<file path="config.mk">
export PLATFORM = sky130hd
export DESIGN_NAME = force_bus_ctl
export DESIGN_NICKNAME = d
export VERILOG_FILES = /design/src/rtl/force_bus_pkg.sv /design/src/rtl/force_overlay_reg.sv /design/src/rtl/force_bus_ctl.sv
export SDC_FILE = /design/constraint.sdc
export NUM_CORES = 1
export LEC_CHECK = 0
export CORE_UTILIZATION = 23
export DETAILED_ROUTE_END_ITERATION = 10
export RECOVER_POWER = 100
export SLEW_MARGIN = 20
export SYNTH_ARGS = -nofsm -noshare
export SYNTH_HDL_FRONTEND = slang
export SYNTH_SLANG_ARGS = --single-unit
</file>
<file path="constraint.sdc">
create_clock -name clk -period 6.4 [get_ports clk]
set_clock_uncertainty 0.2 [all_clocks]
set_input_delay 1.28 -clock clk [delete_from_list [all_inputs] [get_ports clk]]
set_output_delay 1.28 -clock clk [all_outputs]
set_load 0.03 [all_outputs]
</file>
<file path="src/rtl/force_bus_pkg.sv">
// Shared types and constants for the force/release bus controller.
package force_bus_pkg;

    localparam int unsigned OP_W     = 2;
    localparam int unsigned CNT_W    = 8;
    localparam int unsigned SETTLE_W = 4;

    typedef enum logic [OP_W-1:0] {
        OpNop        = 2'd0,
        OpForce      = 2'd1,
        OpRelease    = 2'd2,
        OpReleaseAll = 2'd3
    } force_op_e;

    typedef enum logic [1:0] {
        StIdle,
        StApply,
        StSettle,
        StDone
    } force_state_e;

endpackage

</file>
<file path="src/rtl/force_overlay_reg.sv">
// Force mask/value registers and the registered overlay of forced bits onto
// the functional bus values.
module force_overlay_reg
    import force_bus_pkg::*;
#(
    parameter int unsigned WA = 4,
    parameter int unsigned WB = 4
) (
    input  logic              clk,
    input  logic              rst_n,
    input  logic [WA-1:0]     func_a,
    input  logic [WB-1:0]     func_b,
    input  logic              apply,
    input  force_op_e         op,
    input  logic [WA+WB-1:0]  mask,
    input  logic [WA+WB-1:0]  value,
    output logic [WA-1:0]     busa,
    output logic [WB-1:0]     busb,
    output logic [WA+WB-1:0]  forced_mask
);
    localparam int unsigned W = WA + WB;

    logic [W-1:0] mask_q, mask_d;
    logic [W-1:0] val_q, val_d;

    // Next mask/value from the captured op; released bits also clear the value.
    always_comb begin
        mask_d = mask_q;
        val_d  = val_q;
        if (apply) begin
            unique case (op)
                OpForce: begin
                    mask_d = mask_q | mask;
                    val_d  = (val_q & ~mask) | (value & mask);
                end
                OpRelease: begin
                    mask_d = mask_q & ~mask;
                    val_d  = val_q & ~mask;
                end
                OpReleaseAll: begin
                    mask_d = '0;
                    val_d  = '0;
                end
                default: ;
            endcase
        end
    end

    // Mask and value state.
    always_ff @(posedge clk or negedge rst_n) begin
        if (!rst_n) begin
            mask_q <= '0;
            val_q  <= '0;
        end else begin
            mask_q <= mask_d;
            val_q  <= val_d;
        end
    end

    // Overlay register, updated every cycle regardless of controller state.
    always_ff @(posedge clk or negedge rst_n) begin
        if (!rst_n) begin
            {busa, busb} <= '0;
        end else begin
            {busa, busb} <= ({func_a, func_b} & ~mask_q) | (val_q & mask_q);
        end
    end

    assign forced_mask = mask_q;

endmodule

</file>
<file path="src/rtl/force_bus_ctl.sv">
// Handshaked force/release controller: accepts one command at a time, applies
// it to the overlay registers, waits for it to settle and pulses done.
module force_bus_ctl
    import force_bus_pkg::*;
#(
    parameter int unsigned WA     = 4,
    parameter int unsigned WB     = 4,
    parameter int unsigned SETTLE = 1
) (
    input  logic              clk,
    input  logic              rst_n,
    input  logic [WA-1:0]     func_a,
    input  logic [WB-1:0]     func_b,
    input  logic              cmd_valid,
    output logic              cmd_ready,
    input  logic [OP_W-1:0]   cmd_op,
    input  logic [WA+WB-1:0]  cmd_mask,
    input  logic [WA+WB-1:0]  cmd_value,
    output logic [WA-1:0]     busa,
    output logic [WB-1:0]     busb,
    output logic [WA+WB-1:0]  forced_mask,
    output logic              done,
    output logic [CNT_W-1:0]  force_cnt
);
    localparam int unsigned W = WA + WB;
    localparam logic [SETTLE_W-1:0] SettleLoad = SETTLE_W'(SETTLE - 1);

    if (SETTLE == 0 || SETTLE > 15) begin : g_settle_check
        $error("force_bus_ctl: SETTLE must be in the range 1..15");
    end

    force_state_e         state_q, state_d;
    logic [SETTLE_W-1:0]  settle_q, settle_d;
    force_op_e            op_q;
    logic [W-1:0]         cmask_q, cval_q;
    logic [CNT_W-1:0]     cnt_q;
    logic                 accept;
    logic                 apply;

    // Command handshake and settle sequencing.
    always_comb begin
        state_d   = state_q;
        settle_d  = settle_q;
        cmd_ready = 1'b0;
        done      = 1'b0;
        accept    = 1'b0;
        apply     = 1'b0;
        unique case (state_q)
            StIdle: begin
                cmd_ready = 1'b1;
                if (cmd_valid) begin
                    accept  = 1'b1;
                    state_d = StApply;
                end
            end
            StApply: begin
                apply    = 1'b1;
                settle_d = SettleLoad;
                state_d  = StSettle;
            end
            StSettle: begin
                if (settle_q == '0) begin
                    state_d = StDone;
                end else begin
                    settle_d = settle_q - SETTLE_W'(1);
                end
            end
            StDone: begin
                done    = 1'b1;
                state_d = StIdle;
            end
            default: state_d = StIdle;
        endcase
    end

    // FSM state and settle counter.
    always_ff @(posedge clk or negedge rst_n) begin
        if (!rst_n) begin
            state_q  <= StIdle;
            settle_q <= '0;
        end else begin
            state_q  <= state_d;
            settle_q <= settle_d;
        end
    end

    // Capture the command on acceptance; later cmd_* changes are ignored.
    always_ff @(posedge clk or negedge rst_n) begin
        if (!rst_n) begin
            op_q    <= OpNop;
            cmask_q <= '0;
            cval_q  <= '0;
        end else if (accept) begin
            op_q    <= force_op_e'(cmd_op);
            cmask_q <= cmd_mask;
            cval_q  <= cmd_value;
        end
    end

    // Saturating count of FORCE commands that actually select bits.
    always_ff @(posedge clk or negedge rst_n) begin
        if (!rst_n) begin
            cnt_q <= '0;
        end else if (apply && op_q == OpForce && cmask_q != '0 && cnt_q != '1) begin
            cnt_q <= cnt_q + CNT_W'(1);
        end
    end

    assign force_cnt = cnt_q;

    force_overlay_reg #(
        .WA (WA),
        .WB (WB)
    ) u_overlay (
        .clk         (clk),
        .rst_n       (rst_n),
        .func_a      (func_a),
        .func_b      (func_b),
        .apply       (apply),
        .op          (op_q),
        .mask        (cmask_q),
        .value       (cval_q),
        .busa        (busa),
        .busb        (busb),
        .forced_mask (forced_mask)
    );

endmodule
</file>
==> run metrics <==
outcome complete, but fails checks; failing checks capacitance limit, slew limit; # setup viols final 0; Synth top area share 57.0%; Starting Density 23.8%; CTS Buf Count 5; Clk Latency, worst-skew pair 310 ps; Layout fillers 1042; HP Class flop to flop; final WL 5270 um; Relative slew margins -99.5%; Yosys reg bits 56; Fmax achieved 0.255 GHz; Mapped Area 2460 sq um; vias per inst 4.33; die area 11100 sq um; Post-Place Cell Area 3140 sq um; Placer Congestion 0.687; Routed Antenna Nets 0; Final Cell Area 3240 sq um; postcts setup bufs 0; number of cells on the critical path 2; I/O Pins 55; worst setup path class primary input to asynchronous set/reset pin; die height 105 um; # DRC 0; htree depth 2; # port buffers 54; Mapped Cells 204; first-pass GRT wire length 8870 um; grt total ovfl 0; via count 1714; CTS root buf clkbuf_8; internal power 0.840 mW; CP peak stage delay 2100 ps; clock sink count 56; worst hold stages 2; drt pass-1 iters 4; worst path bufs/invs 2; Final Cycle Share 61.2%; cell breakdown of the critical path buf_2 > clkbuf_1; largest net degree at the start of global routing 57; sequential fraction of design power 44.8%; Yosys top cell by area dfrtp_1; critical path launch point type primary input; placed cells 388; post-CTS sizing 0; Detail Placement HPWL 3710 um; crit path DAT 3490 ps; Worst-Margin Slew 2990 ps; Synth Warn # 0; TritonCTS clock tree done; setup TNS 0 ps; fin cells 396; row cnt 37; largest cells by area after synthesis dfrtp_1, mux2_2, o21ai_0; layout cells sized above 1 15.8%; Fin. Hold Viols 0; total track usage 10.2%; PwrDens 419 nW/um^2; Yosys cell types 32; CP required 5970 ps; max cap viols 1; Clock power frac 17.4%; Slew Limit Fails 57; number of global-route vias before repair 1800; cts hold-fix bufs 0; switching power 0.517 mW; Area Overhead vs Synth 31.8%; diode count 0; Syn Area/Cell 12.0 sq um; delay-heaviest family, CP buffers and inverters; CP Capture Type asynchronous set/reset pin; Clk pin slew, worst setup/hold paths 100 ps; Crit Path Max Fanout 56; nets@finish 295; CP max-delay cell clkbuf_1; post-route minimum period 3920 ps; RSZ-0062 raised after global routing false; CTS Buffer Depth 2; floorplan core area 10300 sq um; Comb pwr share 37.9%; FF-to-FF path depth 6; number of antenna violations at the first check in global routing 0; switching share of power 38.1%; Lkg Pwr 1.38 nW; die width 105 um; DRT iter0 DRCs 40; wire per inst 13.3 um; Net Count, Synth 240; sequential-to-total area share from yosys stat 57.0%; worst vdd ir 0.162 mV
==> cell families (layout without fill, tap and decap cells) <==
| logic type | Yosys count | in the layout | synth area share (%) |
|---|---|---|---|
| buf+inv | 12 | 68 | 1.88 |
| flops | 56 | 56 | 57.0 |
| fa+ha+maj | 7 | 7 | 3.56 |
| xor+xnor | 6 | 6 | 2.14 |
| mux | 29 | 29 | 13.3 |
| compound gates | 47 | 47 | 11.9 |
| simple gates | 47 | 47 | 10.2 |
==> layout make-up <==
| class | instances | area [sq um] | area share, % |
|---|---|---|---|
| timing repair buffer | 55 | 539 | 16.6 |
| tap | 136 | 170 | 5.25 |
| clock inverter | 2 | 38.8 | 1.20 |
| inverter | 5 | 18.8 | 0.579 |
| clock buffer | 6 | 72.6 | 2.24 |
| sequential | 56 | 1400 | 43.3 |
| multi-input combinational | 136 | 998 | 30.8 |
==> path summary, 6_finish.rpt <==
| check | start | to | slack, ps |
|---|---|---|---|
| max | rst_n | u_overlay.forced_mask[2]$_DFFE_PN0P_ | 2480 |
| min | flop | flop | 290 |
| max reg2reg | state_q[1]$_DFFE_PN0P_ | force_cnt[1]$_DFFE_PN0P_ | 3570 |
| min reg2reg | flop | flop | 290 |
| max in group clk | state_q[0]$_DFFE_PN0P_ | cmd_ready | 3150 |
| min in group asynchronous | rst_n | u_overlay.busa[2]$_DFF_PN0_ | 1840 |
==> cells in the final DEF, fill, tap and decap left out, drive strengths merged, types with 4 or more instances in the layout <==
master / n
a21oi: 9
a32o: 7
clkbuf: 7
clkdlybuf4s50: 18
dfrtp: 56
dlygate4sd3: 35
ha: 7
inv: 6
mux2: 29
nand2: 16
nand3: 7
nor2: 5
o21ai: 28
xor2: 4
==> routing by layer <==
metal  vias to the layer above  GRT usage [%]  wire, um
met5                         -              0         0
met4                         0           2.52        28
met3                         4           2.23       219
met2                        43           16.9      2550
met1                       830           13.5      2480
li1                        837              -         -
==> cell usage after synthesis, drive strengths merged <==
| cell type | n |
|---|---|
| nand4 | 2 |
| nor3 | 2 |
| nor4b | 1 |
| nor4 | 1 |
| inv | 5 |
| nor2 | 5 |
| clkbuf | 5 |
| o21ai | 28 |
| or3b | 1 |
| xor2 | 4 |
| mux2 | 29 |
| o21a | 1 |
| buf | 2 |
| or2 | 1 |
| ha | 7 |
| xnor2 | 2 |
| a32o | 7 |
| nand3 | 7 |
| o22a | 2 |
| dfrtp | 56 |
| a21oi | 9 |
| or3 | 1 |
| and2 | 2 |
| and3b | 1 |
| or4 | 2 |
| nand4b | 1 |
| nand2b | 2 |
| nor2b | 2 |
| nand2 | 16 |
==> power by group through the flow <==
stage / clock network, mW / logic (mW) / registers, mW
after detailed placement: 0 / 0.542 / 0.617
after floorplan: 0 / 0.291 / 0.657
after global placement: 0 / 0.529 / 0.613
final: 0.235 / 0.514 / 0.608
after CTS: 0.246 / 0.545 / 0.608
after global routing: 0.263 / 0.567 / 0.630
==> through the flow <==
stage | hold WS (ps) | setup WS, ps | total power, mW | utilization [%]
floorplan | 233 | 3850 | 0.948 | -
global placement | 267 | 3330 | 1.14 | 30.4
detailed placement | 266 | 3330 | 1.16 | 30.4
CTS | 291 | 3190 | 1.40 | 31.5
global route | 325 | 1730 | 1.46 | 31.4
finish | 285 | 2480 | 1.36 | 31.4
(Power assumes the default switching activity.)
